<file path="src/rtl/stripe_arb_pkg.sv">
// Shared types and constants for the stripe_arbiter round-robin scheduler.
// STRIPE_ARB_IDLE_EN (see stripe_arbiter.sv) selects the idle-symbol fill on data_out.
package stripe_arb_pkg;

  typedef enum logic {
    IDLE  = 1'b0,
    BURST = 1'b1
  } arb_state_e;

  localparam logic [7:0] IDLE_SYMBOL = 8'hBC;

  // Index width for n items; never narrower than one bit.
  function automatic int idx_w(input int n);
    return (n > 2) ? $clog2(n) : 1;
  endfunction

endpackage

</file>
<file path="src/rtl/stripe_arbiter_rr_pick.sv">
// Combinational round-robin finder: first asserted request at or above i_ptr, with wrap.
// NUM_REQ is a power of two, so the wrap is a plain truncating add.
module rr_pick
  import stripe_arb_pkg::*;
#(
  parameter  int NUM_REQ = 4,
  localparam int IDW     = idx_w(NUM_REQ)
) (
  input  logic [NUM_REQ-1:0] i_req,
  input  logic [IDW-1:0]     i_ptr,
  output logic [IDW-1:0]     o_sel,
  output logic               o_any
);

  logic [IDW-1:0] w_idx;

  // Scan from the farthest offset down so the nearest request to i_ptr wins.
  always_comb begin
    o_sel = '0;
    o_any = 1'b0;
    w_idx = '0;
    for (int i = NUM_REQ - 1; i >= 0; i--) begin
      w_idx = i_ptr + IDW'(i);
      if (i_req[w_idx]) begin
        o_sel = w_idx;
        o_any = 1'b1;
      end
    end
  end

endmodule

</file>
<file path="src/rtl/stripe_arbiter.sv">
// Round-robin burst scheduler feeding byte_striping from NUM_REQ show-ahead FIFOs.
// Define STRIPE_ARB_IDLE_EN to drive IDLE_SYMBOL on data_out during non-pop cycles.
module stripe_arbiter
  import stripe_arb_pkg::*;
#(
  parameter  int NUM_REQ    = 4,
  parameter  int DATA_WIDTH = 8,
  parameter  int BURST_LEN  = 4,
  localparam int IDW        = idx_w(NUM_REQ),
  localparam int CW         = idx_w(BURST_LEN)
) (
  input  logic                          clk_2f,
  input  logic                          reset,
  input  logic [NUM_REQ-1:0]            fifo_empty,
  input  logic [NUM_REQ*DATA_WIDTH-1:0] fifo_data,
  input  logic                          pause,
  output logic [NUM_REQ-1:0]            fifo_pop,
  output logic [DATA_WIDTH-1:0]         data_out,
  output logic                          valid_out,
  output logic [IDW-1:0]                grant_id,
  output logic                          busy
);

  arb_state_e            r_state;
  logic [IDW-1:0]        r_rr_ptr;
  logic [IDW-1:0]        r_grant_id;
  logic [CW-1:0]         r_cnt;
  logic [DATA_WIDTH-1:0] r_data_out;
  logic                  r_valid_out;

  logic [NUM_REQ-1:0]    w_req;
  logic [IDW-1:0]        w_sel;
  logic                  w_any;
  logic                  w_head_empty;
  logic                  w_pop_en;
  logic                  w_last;
  logic [IDW-1:0]        w_next_ptr;
  logic [DATA_WIDTH-1:0] w_head;
  logic [DATA_WIDTH-1:0] w_fill;

  assign w_req = ~fifo_empty;

  rr_pick #(
    .NUM_REQ (NUM_REQ)
  ) u_rr_pick (
    .i_req (w_req),
    .i_ptr (r_rr_ptr),
    .o_sel (w_sel),
    .o_any (w_any)
  );

  assign w_head_empty = fifo_empty[r_grant_id];
  assign w_pop_en     = (r_state == BURST) && !w_head_empty && !pause;
  assign w_last       = (r_cnt == CW'(BURST_LEN - 1));
  assign w_next_ptr   = r_grant_id + 1'b1;
  assign w_head       = fifo_data[r_grant_id*DATA_WIDTH +: DATA_WIDTH];

`ifdef STRIPE_ARB_IDLE_EN
  assign w_fill = DATA_WIDTH'(IDLE_SYMBOL);
`else
  assign w_fill = r_data_out;
`endif

  // Pop is combinational and gated by state, so an async reset kills it at once.
  always_comb begin
    fifo_pop             = '0;
    fifo_pop[r_grant_id] = w_pop_en;
  end

  always_ff @(posedge clk_2f or posedge reset) begin
    if (reset) begin
      r_state     <= IDLE;
      r_rr_ptr    <= '0;
      r_grant_id  <= '0;
      r_cnt       <= '0;
      r_data_out  <= '0;
      r_valid_out <= 1'b0;
    end else begin
      r_valid_out <= w_pop_en;
      r_data_out  <= w_pop_en ? w_head : w_fill;
      case (r_state)
        IDLE: begin
          if (!pause && w_any) begin
            r_grant_id <= w_sel;
            r_cnt      <= '0;
            r_state    <= BURST;
          end
        end
        BURST: begin
          // Running dry ends the grant even while paused.
          if (w_head_empty) begin
            r_rr_ptr <= w_next_ptr;
            r_state  <= IDLE;
          end else if (w_pop_en) begin
            if (w_last) begin
              r_rr_ptr <= w_next_ptr;
              r_state  <= IDLE;
            end else begin
              r_cnt <= r_cnt + 1'b1;
            end
          end
        end
        default: r_state <= IDLE;
      endcase
    end
  end

  assign data_out  = r_data_out;
  assign valid_out = r_valid_out;
  assign grant_id  = r_grant_id;
  assign busy      = (r_state == BURST);

  a_pop_onehot0 : assert property (@(posedge clk_2f) disable iff (reset)
    $onehot0(fifo_pop));
  a_no_pop_in_pause : assert property (@(posedge clk_2f) disable iff (reset)
    pause |-> (fifo_pop == '0));

endmodule

</file>
<file path="config.mk">
export PLATFORM = sky130hd
export DESIGN_NAME = stripe_arbiter
export DESIGN_NICKNAME = d
export VERILOG_FILES = /design/src/rtl/stripe_arb_pkg.sv /design/src/rtl/stripe_arbiter_rr_pick.sv /design/src/rtl/stripe_arbiter.sv
export SDC_FILE = /design/constraint.sdc
export NUM_CORES = 1
export LEC_CHECK = 0
export ABC_CLOCK_PERIOD_IN_PS = 1900
export CAP_MARGIN = 20
export CORE_AREA = 10 10 75 61
export CTS_BUF_LIST = sky130_fd_sc_hd__clkbuf_2 sky130_fd_sc_hd__clkbuf_4 sky130_fd_sc_hd__clkbuf_8
export CTS_CLUSTER_DIAMETER = 50
export CTS_CLUSTER_SIZE = 10
export DETAILED_ROUTE_END_ITERATION = 10
export DIE_AREA = 0 0 85 71
export PLACE_DENSITY = 0.76
export SKIP_CTS_REPAIR_TIMING = 1
export SKIP_LAST_GASP = 1
export SYNTH_ARGS = -nofsm -noshare
export SYNTH_HDL_FRONTEND = slang
export SYNTH_HIERARCHICAL = 1
export SYNTH_SLANG_ARGS = --single-unit
</file>
<file path="constraint.sdc">
create_clock -name clk_2f -period 1.9 [get_ports clk_2f]
set_clock_uncertainty 0.1 [all_clocks]
set_input_delay 0.285 -clock clk_2f [delete_from_list [all_inputs] [get_ports clk_2f]]
set_output_delay 0.285 -clock clk_2f [all_outputs]
set_load 0.01 [all_outputs]
</file>
Word level (Yosys, flattened, before mapping). Cells that the tools add are included.

Bitwise gates (word level): 3. Shift-type cells: 1. Magnitude comparators: 6. Equal/unequal tests: 5. Add/sub/neg operators: 5. Muxes and demuxes: 34. Reductions and logical operators: 11.

Operators by type and width (number): indexed part select 32 x 6 -> 8 bit (1); 2-to-1 mux 2 bit (11); less-than comparator 2 x 3 -> 1 bit, second input constant (5); 2-to-1 mux 1 bit (14); binary-select mux 1 bit (select 2 bit) (5); 2-to-1 mux 8 bit (1); adder 2 x 1 -> 2 bit, second input constant (3); inequality test 2 bit, second input constant (3); adder 2 bit, second input constant (2); AND 4 bit (1); logical AND 1 bit (4); inverter 4 bit (1); one-hot mux 2 bit (2 select lines) (1); AND reduction 4 bit (1); nonzero test 2 bit (2); AND reduction 3 bit (1); demux 1 bit (select 2 bit) (1); equality test 2 bit, second input constant (1); >= comparator 2 x 1 -> 1 bit, second input constant (1); logical NOT 1 bit (2); inequality test 2 x 1 -> 1 bit, second input constant (1); one-hot mux 1 bit (2 select lines) (1); AND reduction 2 bit (1); inverter 1 bit (1).

Output and inout bits: 16. Word-level logic and storage cells: 71. Input bits: 39. Flip-flop bits (word level): 16.

Logic depth before layout (Yosys ltp).
Word-level depth: 10. Gate-level depth with buffers: 6. Mapped depth without buffers: 6.

Cells and area by module. The synthesis kept the hierarchy.

By module, submodules not included: stripe_arbiter (seq. area each 400.4 µm², cells an instance 75, area an instance 1054.8 µm², instances 1); rr_pick (seq. area each 0.0 µm², cells an instance 13, area an instance 77.6 µm², instances 1).

Least setup slack after synthesis. OpenSTA, ideal clock, no wires.

Kind: reg-to-output. Start point: reg r_grant_id[0], in the netlist grant_id[0]. End point: out fifo_pop[0]. Data required time: 1.515 ns. Slack: 0.043 ns. Stages on the path, launching flop included: 7. Path buffers: 2. Arrival time: 1.472 ns. Cells stage by stage: dfrtp_1 buf_6 mux2i_2 nand2_2 a21oi_4 buf_8 and2_2.

Cells in the longest elaborated chain, start to end: 6. Elaborated cells between the ends (all ways): 11. Those cells by class: order compare: 2; mux: 4; bitwise: 1; reduce/logical: 4.

Ends and longest elaborated chain: start, declared (RTL line stripe_arbiter.sv:26) `logic [IDW-1:0] r_grant_id;`; start signal, assigned (RTL line stripe_arbiter.sv:84) `r_grant_id <= w_sel;`; binary-select mux 1 bit (select 2 bit) (RTL line stripe_arbiter.sv:52) `assign w_head_empty = fifo_empty[r_grant_id];`; 2-to-1 mux 1 bit (implied by the code) (RTL line stripe_arbiter.sv:52); logical NOT 1 bit (RTL line stripe_arbiter.sv:53) `assign w_pop_en = (r_state == BURST) && !w_head_empty && !pause;`; logical AND 1 bit (2 in series) (RTL line stripe_arbiter.sv:53); named net w_pop_en (RTL line stripe_arbiter.sv:35) `logic w_pop_en;`; AND 4 bit (no source line); end, declared (RTL line stripe_arbiter.sv:17) `output logic [NUM_REQ-1:0] fifo_pop,`.

The timed path passes the listed nets, and every way through them passes these cells. The select of a mux whose other input is x is not followed.

Final worst setup path.
Start point: reg r_grant_id[0], in the netlist grant_id[0]. End point: out fifo_pop[3].

Cells in the longest elaborated chain, start to end: 6. Elaborated cells between the ends (all ways): 11. Those cells by class: order compare: 2; mux: 4; bitwise: 1; reduce/logical: 4.

Ends and longest elaborated chain: parallel branches: the longest is 5 deep, another holds less-than comparator 2 x 3 -> 1 bit; AND 4 bit (no source line) *.

Every way passes the cells marked *. The select of a mux whose other input is x is not followed.

==> results.cfg <==
[layout]
drive_above_1_share_pct = 32.52
register_area_um2 = 401.6
antenna_cells = 0
area_delta_synth_final_pct = 70.28
final_nets = 208
num-fill-cells = 246
fin_util_pct = 60.72
multiInputGateArea_um2 = 684.4

[synth]
ys_types = 26
syn_area_um2 = 1132
ys_seq_elements = 16
avgSynthCellArea_um2 = 12.87
synth_area_leaders = dfrtp_1 35%, mux4_1 19%, mux2_4 6.6%, mux2_2 6.0%, ha_1 5.5%
synthXorXnorAreaFrac_pct = 0
synth-simple-area-share_pct = 12.71
synth-compound-area-share_pct = 6.298
post_synth_fa_ha_maj_area_fraction_pct = 5.525
synth_top_family_by_area = multiplexers
synth.most_common_cell = dfrtp_1
syn-num-nets = 132
syn_inst = 88
ys.flop_type = dfrtp_1
yosysWarnings = 6
synthArstFlopShare_pct = 100.0
synthMuxAreaShare_pct = 35.03
synth_common_cells = 16 x dfrtp_1, 8 x mux4_1, 7 x inv_1
synth-edff-count = 0
yosysSeqAreaShare_pct = 35.36
synth_top_area_cell = dfrtp_1
yosys.area.top_type_share_pct = 35.36

[timing]
final_max_slew_viol_count = 0
rsz0062_at_grt = true
fin_hold_ws_ns = 0.3161
hold_viol = 0
finalWorstSetupSlack_ns = -0.1034
finalSetupViolCount = 4
setup_tns_ns = -0.3154
period_share_pct = 105.4
max_freq_ghz = 0.4991
tightest_slew_ns = 0.6310
finalCriticalPeriod_ns = 2.003
max_slew_margin_pct = 57.88

[global_routing]
grt_pass1_vias = 1098
grt_pass1_wl_um = 5409
antenna_found_initial = 0
grt_max_degree = 17
grt_usage_pct = 11.09
gr-total-overflow = 0

[cts]
cts.sinks = 16
htreeDepth = 1
clk_path_buf_depth = 2
clk_latency_ns = 0.25
clk_pin_slew_ns = 0.06
cts_buffers = 3
cts_tree = built
cts_root_buffer = clkbuf_8

[die]
rows = 18
die_h_um = 71
die_w_um = 85
core_um2 = 3176
start_util_pct = 35.66
die_area_um2 = 6035
boundaryPins = 55

[critical_path]
worst_setup_path_start_kind = register
max_stage_delay_ns = 0.43
crit_path_end_kind = output pin
reg2regPathDepth = 6
worstPathCellList = mux2i_2 -> nand2_2 -> a21oi_4 -> buf_6 -> and2_4 -> buf_6
cp_max_fo = 4
worstPathBufferInverterCount = 2
cp_data_arrival_time_ns = 1.62
path_common_cell = buf_6
path_class = register to output pin
cpMaxStageDelayCell = dfrtp_2
path_delay_family = flip-flops
ff2ff_setup_slack_ns = 0.02
reg2reg_from = grant_id[0]$_DFFE_PP0P_
r2r-end = r_cnt[1]$_DFFE_PP0P_
required_ns = 1.51

[drt]
drc = 0
routed_via_density = 4.892
vias = 993
first_pass_iters = 4
wl_per_cell_um = 17.60
drt-total-wl_um = 3572
ant_nets = 0
drt_iter0_drc = 41

[power_and_ir_drop]
intPower_mw = 1.600
pwr-share-comb_pct = 60.9
ir_drop_mv = 0.6207
switching_share_pct = 33.28
power_density_nw_per_um2 = 1244
leakage_nw = 0.8549
p_clk_share_pct = 12.4
power.share.sequential_pct = 26.7
p_sw_uw = 797.9
p_total_mw = 2.398

[hold_path]
hold_path.class = primary input to async pin

[outcome]
status = finished, violations left
violations = setup timing

[placed_design]
io_buffers = 54
dp_hpwl_um = 2821
pre_cts_slack_ns = -0.4585
gp_congestion = 0.8990

[job]
cap_viol_max_count = 0
-- routing by layer --
layer  share of wire (%)  up-vias  GRT usage (%)
li1                    -      474              -
met5                   0        -              0
met1                  43      479          12.34
met2                  50       38          19.85
met4                0.34        0          1.642
met3                 6.0        2          4.348
-- state kept, by name, summed over array words and instances, names as in the netlist --
signal and flops:
data_out 8, grant_id 2, r_cnt 2, r_rr_ptr 2, busy 1, valid_out 1
-- power by group through the flow --
stage | clock [mW] | combinational (mW) | sequential [mW]
floorplan | 0 | 0.687 | 0.682
global placement | 0 | 1.32 | 0.624
detailed placement | 0 | 1.35 | 0.635
CTS | 0.309 | 1.36 | 0.630
global route | 0.330 | 1.58 | 0.658
finish | 0.297 | 1.46 | 0.639
-- area by class of cell --
| type | count | share of cell area [%] |
|---|---|---|
| Inverter | 7 | 1.363 |
| Tap cell | 40 | 2.596 |
| Clock buffer | 4 | 2.855 |
| Timing Repair Buffer | 74 | 36.86 |
| Multi-Input combinational cell | 62 | 35.50 |
| Sequential cell | 16 | 20.83 |
-- logic make-up after synthesis --
group	Yosys count
AOI/OAI and AO/OA	8
DFF	16
buffers and inverters	10
and+or+nand+nor	26
adders and majority gates	5
muxes	23
-- worst max-delay path by stage --
stage	slack, ns	cells past startpoint	end	start
3_5_place_dp	-0.46	6	fifo_pop[3]	fifo_empty[3]
2_1_floorplan	0.04	6	fifo_pop[0]	grant_id[0]$_DFFE_PP0P_
6_report	-0.10	6	fifo_pop[3]	grant_id[0]$_DFFE_PP0P_
5_1_grt	-0.16	6	fifo_pop[3]	grant_id[0]$_DFFE_PP0P_
4_1_cts	-0.53	5	fifo_pop[3]	grant_id[0]$_DFFE_PP0P_
3_3_place_gp	-0.42	6	fifo_pop[0]	fifo_empty[3]
-- per-stage QoR --
| stage | cells | instance area (um2) |
|---|---|---|
| 6_report | 203 | 1928 |
| 3_5_place_dp | 193 | 1797 |
| 5_1_grt | 203 | 1928 |
| 4_1_cts | 197 | 1852 |
| 2_1_floorplan | 88 | 1132 |
| 3_3_place_gp | 193 | 1797 |
-- worst reg2reg max path: stages, from the launching register on --
cell	delay (ns)
dfrtp_2	0.43
mux2i_2	0.26
nand2_2	0.12
buf_4	0.15
buf_4	0.12
a211oi_2	0.23
mux2_2	0.37
-- cells in the final DEF, fill, tap and decap left out --
| master | Yosys | final |
|---|---|---|
| a21oi_4 | 1 | 1 |
| inv_1 | 7 | 6 |
| nand3_1 | 3 | 3 |
| o21ai_0 | 2 | 2 |
| nor2b_1 | 1 | 1 |
| nor3b_1 | 2 | 2 |
| mux2_2 | 6 | 6 |
| dfrtp_1 | 16 | 15 |
| and2_4 | 0 | 3 |
| a211oi_2 | 2 | 2 |
| nand2b_1 | 4 | 4 |
| mux4_1 | 8 | 8 |
| a211oi_1 | 1 | 1 |
| inv_2 | 0 | 1 |
| clkbuf_8 | 0 | 4 |
| nand2_1 | 6 | 5 |
| a21o_1 | 1 | 1 |
| buf_6 | 1 | 6 |
| buf_4 | 0 | 17 |
| nor2_1 | 4 | 4 |
| mux2i_1 | 3 | 2 |
| buf_8 | 1 | 1 |
| or2b_2 | 1 | 1 |
| dfrtp_2 | 0 | 1 |
| ha_1 | 5 | 5 |
| and2_2 | 4 | 1 |
| mux2i_2 | 1 | 2 |
| nand2_2 | 1 | 2 |
| clkdlybuf4s50_1 | 0 | 50 |
| mux2_4 | 5 | 5 |
| a21oi_1 | 1 | 1 |
No activity file was read; power rests on OpenSTA's default activity.
